`src/rtl/uart_packet_parser_pkg.sv`:
```
// Shared types and constants for the UART packet parser.
// FSM state encodings, abort reason codes and the default frame marker.
package uart_packet_parser_pkg;

  typedef enum logic [2:0] {
    ST_HUNT,
    ST_LEN,
    ST_PAYLOAD,
    ST_CHK,
    ST_EMIT
  } state_t;

  localparam logic [1:0] ERR_NONE    = 2'd0;
  localparam logic [1:0] ERR_LEN     = 2'd1;
  localparam logic [1:0] ERR_CHK     = 2'd2;
  localparam logic [1:0] ERR_TIMEOUT = 2'd3;

  localparam logic [7:0] SYNC_BYTE = 8'hA5;

endpackage

```
`src/rtl/uart_packet_parser_byte_fetch.sv`:
```
// Pops bytes from the UART receive FIFO, one outstanding pop at a time.
// Popped data is registered and presented as a one-cycle byte_valid strobe.
module uart_byte_fetch (
  input  logic       clk,
  input  logic       reset,
  input  logic       en,
  input  logic       rx_rdy,
  input  logic [7:0] rx_data,
  output logic       next_rx,
  output logic [7:0] byte_data,
  output logic       byte_valid
);

  logic pending_q;

  // No new pop while a byte is in flight or being handed over.
  assign next_rx = en & rx_rdy & ~pending_q & ~byte_valid;

  always_ff @(posedge clk) begin
    if (reset) begin
      pending_q  <= 1'b0;
      byte_valid <= 1'b0;
      byte_data  <= 8'h00;
    end else begin
      pending_q  <= next_rx;
      byte_valid <= pending_q;
      if (pending_q) byte_data <= rx_data;
    end
  end

endmodule

```
`src/rtl/uart_packet_parser.sv`:
```
// Sync-hunting, length-prefixed frame parser with XOR checksum.
// Payload is buffered and streamed out only after the checksum passes.
module uart_packet_parser #(
  parameter logic [7:0]  SYNC_BYTE = uart_packet_parser_pkg::SYNC_BYTE,
  parameter int          MAX_LEN   = 16,
  parameter logic [15:0] TIMEOUT   = 16'd50000
) (
  input  logic       clk,
  input  logic       reset,
  input  logic       rx_rdy,
  input  logic [7:0] rx_data,
  output logic       next_rx,
  output logic [7:0] pkt_data,
  output logic       pkt_valid,
  output logic       pkt_last,
  input  logic       pkt_ready,
  output logic       frame_good,
  output logic       frame_err,
  output logic [1:0] err_code,
  output logic [7:0] good_count
);
  import uart_packet_parser_pkg::*;

  localparam int         IW    = (MAX_LEN > 1) ? $clog2(MAX_LEN) : 1;
  localparam logic [7:0] MAX_B = 8'(MAX_LEN);

  state_t      state_q, state_d;
  logic [7:0]  len_q, len_d;
  logic [7:0]  chk_q, chk_d;
  logic [7:0]  idx_q, idx_d;
  logic [7:0]  rd_q, rd_d;
  logic [15:0] tmo_q;
  logic [7:0]  pbuf [2**IW];
  logic [7:0]  byte_data;
  logic        byte_valid;
  logic        fetch_en;
  logic        in_frame;
  logic        tmo_hit;
  logic        good_d, err_d, wr_en;
  logic [1:0]  code_d;

  assign fetch_en = (state_q != ST_EMIT);
  assign in_frame = (state_q == ST_LEN) || (state_q == ST_PAYLOAD) ||
                    (state_q == ST_CHK);
  // Fires so that frame_err lands TIMEOUT cycles after the last byte.
  assign tmo_hit  = (TIMEOUT != 16'd0) &&
                    (({1'b0, tmo_q} + 17'd2) >= {1'b0, TIMEOUT});

  uart_byte_fetch u_fetch (
    .clk       (clk),
    .reset     (reset),
    .en        (fetch_en),
    .rx_rdy    (rx_rdy),
    .rx_data   (rx_data),
    .next_rx   (next_rx),
    .byte_data (byte_data),
    .byte_valid(byte_valid)
  );

  always_comb begin
    state_d = state_q;
    len_d   = len_q;
    chk_d   = chk_q;
    idx_d   = idx_q;
    rd_d    = rd_q;
    good_d  = 1'b0;
    err_d   = 1'b0;
    wr_en   = 1'b0;
    code_d  = err_code;
    case (state_q)
      ST_HUNT: begin
        if (byte_valid && byte_data == SYNC_BYTE) state_d = ST_LEN;
      end
      ST_LEN: begin
        if (byte_valid) begin
          if (byte_data == 8'd0 || byte_data > MAX_B) begin
            state_d = ST_HUNT;
            err_d   = 1'b1;
            code_d  = ERR_LEN;
          end else begin
            len_d   = byte_data;
            chk_d   = byte_data;
            idx_d   = 8'd0;
            state_d = ST_PAYLOAD;
          end
        end else if (tmo_hit) begin
          state_d = ST_HUNT;
          err_d   = 1'b1;
          code_d  = ERR_TIMEOUT;
        end
      end
      ST_PAYLOAD: begin
        if (byte_valid) begin
          wr_en = 1'b1;
          chk_d = chk_q ^ byte_data;
          idx_d = idx_q + 8'd1;
          if (idx_q == len_q - 8'd1) state_d = ST_CHK;
        end else if (tmo_hit) begin
          state_d = ST_HUNT;
          err_d   = 1'b1;
          code_d  = ERR_TIMEOUT;
        end
      end
      ST_CHK: begin
        if (byte_valid) begin
          if (byte_data == chk_q) begin
            good_d  = 1'b1;
            rd_d    = 8'd0;
            state_d = ST_EMIT;
          end else begin
            state_d = ST_HUNT;
            err_d   = 1'b1;
            code_d  = ERR_CHK;
          end
        end else if (tmo_hit) begin
          state_d = ST_HUNT;
          err_d   = 1'b1;
          code_d  = ERR_TIMEOUT;
        end
      end
      ST_EMIT: begin
        if (pkt_ready) begin
          if (rd_q == len_q - 8'd1) state_d = ST_HUNT;
          else rd_d = rd_q + 8'd1;
        end
      end
      default: state_d = ST_HUNT;
    endcase
  end

  always_ff @(posedge clk) begin
    if (reset) begin
      state_q    <= ST_HUNT;
      len_q      <= 8'd0;
      chk_q      <= 8'd0;
      idx_q      <= 8'd0;
      rd_q       <= 8'd0;
      tmo_q      <= 16'd0;
      frame_good <= 1'b0;
      frame_err  <= 1'b0;
      err_code   <= ERR_NONE;
      good_count <= 8'd0;
    end else begin
      state_q    <= state_d;
      len_q      <= len_d;
      chk_q      <= chk_d;
      idx_q      <= idx_d;
      rd_q       <= rd_d;
      tmo_q      <= (in_frame && !byte_valid) ? tmo_q + 16'd1 : 16'd0;
      frame_good <= good_d;
      frame_err  <= err_d;
      err_code   <= code_d;
      if (good_d) good_count <= good_count + 8'd1;
    end
  end

  always_ff @(posedge clk) begin
    if (wr_en) pbuf[idx_q[IW-1:0]] <= byte_data;
  end

  assign pkt_valid = (state_q == ST_EMIT);
  assign pkt_data  = pkt_valid ? pbuf[rd_q[IW-1:0]] : 8'h00;
  assign pkt_last  = pkt_valid && (rd_q == len_q - 8'd1);

endmodule
```
`config.mk`:
```
export PLATFORM = sky130hd
export DESIGN_NAME = uart_packet_parser
export DESIGN_NICKNAME = d
export VERILOG_FILES = /design/src/rtl/uart_packet_parser_pkg.sv /design/src/rtl/uart_packet_parser_byte_fetch.sv /design/src/rtl/uart_packet_parser.sv
export SDC_FILE = /design/constraint.sdc
export NUM_CORES = 1
export LEC_CHECK = 0
export CORE_MARGIN = 3
export CORE_UTILIZATION = 56
export CTS_BUF_LIST = sky130_fd_sc_hd__clkbuf_4
export DETAILED_ROUTE_END_ITERATION = 12
export HOLD_SLACK_MARGIN = 0.03
export PLACE_DENSITY_LB_ADDON = 0.3
export SLEW_MARGIN = 0
export SYNTH_ARGS = -nofsm -noshare
export SYNTH_HDL_FRONTEND = slang
export SYNTH_HIERARCHICAL = 1
export SYNTH_SLANG_ARGS = --single-unit
export TNS_END_PERCENT = 1
```
`constraint.sdc`:
```
create_clock -name clk -period 5.63 [get_ports clk]
set_input_delay 1.689 -clock clk [delete_from_list [all_inputs] [get_ports clk]]
set_output_delay 1.689 -clock clk [all_outputs]
set_load 0.01 [all_outputs]
```
# == Yosys cells after proc, flatten, opt, wreduce, memory -nomap -nowiden ==
# Memories as Yosys holds them, arrays and structs flattened. A register that Yosys moved wholly into a read port is not among the register bits.
# Index checks and enable logic that the tools add are counted.
# totals
reg_bits,73
mem_bits_rw,128
input_bits,12
output_inout_bits,23
elab_cells,118
memories,1
# mem_list
name,depth,width,read_ports,rd_ports_with_merged_regs,wr,line,rtl
pbuf,16,8,1,1,1,uart_packet_parser.sv:33,logic [7:0] pbuf [2**IW];
# op_classes
add_sub_neg,6
order_cmp,2
n_eq_ne,22
muxes,48
bitwise_logic,8
reduce_logical,18
# ops
op,n
$mux W8,11
$pmux W8 S2,3
$mux W3,9
$add A8 B1 Y8 const B,3
$eq A8 B8 Y1,3
$add A16 B2 Y17 const B,1
$ge A17 B16 Y1 const B,1
$add A16 B1 Y16 const B,1
$pmux W3 S5,1
$mux W2,7
$mux W1,13
$ne A2 B1 Y1 const B,6
$ne A3 B3 Y1 const B,4
$reduce_and A4 Y1,3
$eq A8 B8 Y1 const B,1
$gt A8 B5 Y1 const B,1
$logic_not A8 Y1,1
$mux W4,2
$ne A2 B2 Y1 const B,4
$sub A8 B1 Y8 const B,1
$xor A8 B8 Y8,1
$eq A3 B2 Y1 const B,2
$pmux W2 S3,1
$reduce_and A5 Y1,1
13 further kinds,23

# == Depth between registers and ports, before layout ==
# logic_depth
ltp_word,7
mapped_depth,10

# == Cells and area by module ==
# The synthesis kept the hierarchy.
# modules_own_cells
module,instances,cells_per_inst,area_per_inst_um2,seq_area_each_um2
uart_packet_parser,1,645,8523.2,5185.0
uart_byte_fetch,1,31,351.6,200.2

# == Worst setup path before layout ==
# OpenSTA, ideal clock, no wires.
# synth_path
path_kind,reg-to-output
start,reg with a tool-made name
end,out pkt_data[0]
arrival_ns,2.221
t_required_ns,3.941
slack_ns,1.720
stages_incl_launch_ff,6
path_cell_list,dfxtp_1 -> clkbuf_1 -> buf_1 -> mux4_2 -> mux4_2 -> nor2b_1
# synth_lines
item,line,rtl
end: declaration,uart_packet_parser.sv:13,"output logic [7:0] pkt_data,"

==> results.md <==
Power and ir drop:
- In this run the power density over the cells is roughly 280 mW/mm^2.
- The analysis attributes to cell leakage a power of 3.27 nW.
- The sequential cell fraction of total power is between 50% and 60%.
- The logic gate share of total power is under 10%.
- In this run switching power makes up between 20% and 30% of total power.
- The switching component of the power is ~630 uW.
- Cell internal power was estimated by the tool at 2.22 mW.
- Of the total power, the clock network draws a little over two fifths.
- The maximum vdd drop is between 0.0001 and 0.00015 V.

STA:
- In the final timing run, aggregate negative setup slack is 0 ps.
- The number of hold violations in the final report came to 0.
- The worst slew margin relative to its limit is between 10% and 20%.
- The final period demand of the worst path is roughly 5000 ps.
- The total count of max-transition violations in the final report is 0.
- Setup repair after global routing left no endpoint under its margin.
- Across the routed clock network, the largest skew measured is 35.5 ps.
- Setup violations remaining at the end of the flow were counted as 0.
- Of the available clock period, the critical path in the final layout requires about nine tenths.
- Timing would allow up to 199 MHz.
- The transition time at the pin with the least slew margin is between 1000 and 1500 ps.

Route:
- The number of vias per cell after detailed routing is around 5.8.
- The remaining design rule violation count is 0.
- The total via count in the routed design is 5,736.
- The DRC violation total after the first TritonRoute iteration is between 300 and 400.
- The first-pass iteration count of the detailed router is 4.
- The final wirelength is 19.0 mm.
- The count of nets left with antenna violations after detail routing is 0.
- The average wire per cell in the routed design is around 19 um.

Setup path:
- The critical path required time is about 3900 ps.
- The critical path in this run is classified as register to primary output.
- STA puts the critical path data arrival time at around 3300 ps.
- The worst setup path is launched from a register.
- Among the stages of the critical path, the cell type that occurs most often is mux4_2.
- The library cell contributing the largest single delay on the critical path is dfxtp_2.
- The type of destination of the critical path is a primary output.
- Together, buffers and inverters on the worst path number 2.
- Of all nets on the critical path, the largest fanout is 15.
- Traced cell by cell, the critical path runs through buf_4 -> mux4_2 -> mux4_2 -> nor2b_1 -> clkdlybuf4s50_1.
- The reg-to-reg startpoint is u_fetch/byte_data[1].
- The worst stage delay on the critical path is 560 ps.
- The cell family contributing the most delay on the critical path is multiplexers.

Die:
- In this run the vertical extent of the chip is about 130 um.
- The die covers around 0.017 mm^2.
- The core region is between 0.015 and 0.02 mm^2.
- The site row count is 45.
- The die width is 132 um.
- The starting density of the core is 57.7%.
- The number of top-level pins is 35.

CTS:
- For this design, the sink count on the clock tree is approximately 210.
- In this run the deepest clock path goes through 3 buffers.
- TritonCTS created 50 clock buffers.
- TritonCTS built the clock tree.
- The post-CTS resize count is 0.
- The library cell used as clock root buffer is clkbuf_4.
- The post-cts hold buffer count is 0.
- Buffers added to address setup during post-CTS repair amount to 0.
- The number of H-tree branching levels is 2.
- The source-to-sink clock delay at the later pin of the worst-skew pair is ~650 ps.
- The clock slew seen by the registers of the worst setup and hold paths is ~70 ps.

Synthesis:
- The count of synthesis-stage warnings from yosys is 6.
- The cell count after synthesis came out at approximately 680.
- For this run, the register share of the synthesized area comes to between 60% and 70%.
- The number of nets in the synthesized netlist is about 700.
- The number of enable-type register cells in the synthesized netlist is between 100 and 150.
- In this run, synthesis produced a sequential element count of around 210.
- The synthesized cell area is 0.00887 mm^2.
- The top-area cell type share of the netlist area is between 40% and 50%.
- The average cell area after synthesis is 13.1 um^2.
- The number of distinct standard cells referenced by the synthesized netlist is 55.
- In the post-synthesis netlist, the biggest area contributors are edfxtp_1 43%, dfxtp_1 17%, mux4_2 10%.
- The cell taking the most area after synthesis is edfxtp_1.
- The flip-flop cell with the highest count after synthesis is edfxtp_1.
- In the synthesized netlist the async set-or-reset flop fraction comes to 0%.

Global routing:
- The initial antenna violation count is 1.
- The via count of the first global-routing pass came to a little under 6,000.
- The first-pass GRT wire length is a little over 30 mm.
- The total global routing overflow is 0.
- The largest net degree at the start of global routing is between 40 and 50.
- Global routing used about 22% of the available tracks.

Placed design:
- The final weighted congestion of routability-driven global placement is approximately 0.84.
- The number of input and output port buffers inserted is 34.
- Summed over all nets, the half-perimeter wirelength after detailed placement is roughly 12 mm.
- The area after detailed placement is about 0.0094 mm^2.

Job:
- Max-cap violations in this run came to 0.

Final layout:
- The area growth from synthesis to layout is 13.5%.
- Summing all non-filler instances in the final layout gives an area of between 0.01 and 0.015 mm^2.
- In the final design database the tool counted roughly 760 nets.
- The final core utilization is about two thirds.
- In the final layout, the share of cells above drive strength 1 is between 15 and 20%.

Hold path:
- The worst hold path begins at chk_q[5].
- The class of the most critical hold timing path is register to register.

Outcome:
- The flow ran to the end, and the final reports show no timing, DRC or antenna violations.
## flip-flops by register name, summed over array words and instances (netlist names), 2 cells and up, named ones only
signal             cells
good_count             8
state_q                3
rd_q                   8
chk_q                  8
u_fetch/byte_data      8
pbuf                 128
len_q                  8
idx_q                  8
err_code               2
tmo_q                 16
## per-stage QoR
| stage | cells | hold slack, ps | worst slack [ps] | power [mW] |
|---|---|---|---|---|
| final | 993 | 493 | 606 | 2.85 |
| after global routing | 993 | 515 | 378 | 2.96 |
| after CTS | 992 | 493 | 500 | 2.88 |
| after detailed placement | 898 | 485 | 968 | 1.68 |
| after global placement | 898 | 474 | 952 | 1.68 |
| after floorplan | 676 | 463 | 1720 | 1.66 |
## path summary, 6_finish.rpt
| check | slack, ps | cells after the start | to |
|---|---|---|---|
| min reg2reg | 490 | 2 | chk_q[5] |
| min | 490 | 2 | chk_q[5] |
| max reg2reg | 2680 | 7 | idx_q[7] |
| max | 610 | 5 | pkt_data[4] |
## layout make-up
| type | instances | area, um^2 |
|---|---|---|
| fill | 1153 | 5300 |
| clock inverter | 20 | 85.1 |
| inverter | 12 | 45.0 |
| antenna | 1 | 2.50 |
| sequential | 205 | 5390 |
| timing repair buffer | 42 | 400 |
| tap | 211 | 264 |
| clock buffer | 74 | 556 |
| multi-input combinational | 428 | 3340 |
## power by group through the flow
| stage | Sequential [mW] | Clock, mW | Combinational (mW) |
|---|---|---|---|
| 2_1_floorplan | 1.64 | 0 | 0.0226 |
| 3_3_place_gp | 1.64 | 0 | 0.0347 |
| 3_5_place_dp | 1.65 | 0 | 0.0355 |
| 4_1_cts | 1.61 | 1.23 | 0.0358 |
| 5_1_grt | 1.61 | 1.31 | 0.0396 |
| 6_report | 1.61 | 1.20 | 0.0358 |
## worst min-delay path: stages, from the launching register on
cell and delay (ps):
dfxtp_1 330, nand3_1 70, a21oi_1 50
## layout by cell type (no fill, tap or decap), types with 23 or more instances in the layout
cell	netlist	routed
mux4_2	40	40
clkdlybuf4s50_1	0	34
xnor2_1	23	23
nand3_1	23	23
dfxtp_1	77	76
nand2_1	54	54
a21oi_1	34	34
edfxtp_1	128	128
clkbuf_4	0	74
nor2_1	68	68
## per-layer routing
metal | GRT usage (%) | vias to the layer above | share of wire, %
met5 | 0 | - | 0
met2 | 38.3 | 208 | 51
met3 | 5.15 | 38 | 6.2
met1 | 27.2 | 2790 | 41
li1 | - | 2700 | -
met4 | 8.81 | 0 | 2.3
## synth_stat cells, types with 2 or more instances
cell      count
a21oi_1      34
a31oi_1       3
and2_1        3
and3_1        3
and4_1        4
buf_1         4
buf_2         3
clkbuf_1     22
dfxtp_1      77
edfxtp_1    128
ha_1         10
inv_1        12
mux2_2        2
mux2i_1      14
mux4_2       40
nand2_1      54
nand2b_1      7
nand3_1      23
nand4_1      11
nor2_1       68
nor2b_1      13
nor3_1       17
nor4_1        9
o211ai_1      3
o21a_1        3
o21ai_0      15
o22a_1        2
o31ai_1       2
o41ai_1       2
or2_2         4
or3_1         9
or4_1         6
or4b_2        2
xnor2_1      23
xnor3_1       3
xor2_1       22
## logic make-up after synthesis
kind of cell	after synthesis	share of synthesized area, %
AND/OR/NAND/NOR	242	13.9
XOR/XNOR	48	5.20
buffers and inverters	43	1.96
AO/OA/AOI/OAI	72	4.91
multiplexers	56	12.0
flip-flops	205	60.7
adder cells (fa/ha/maj)	10	1.41
Power figures use the tool's default switching activity.
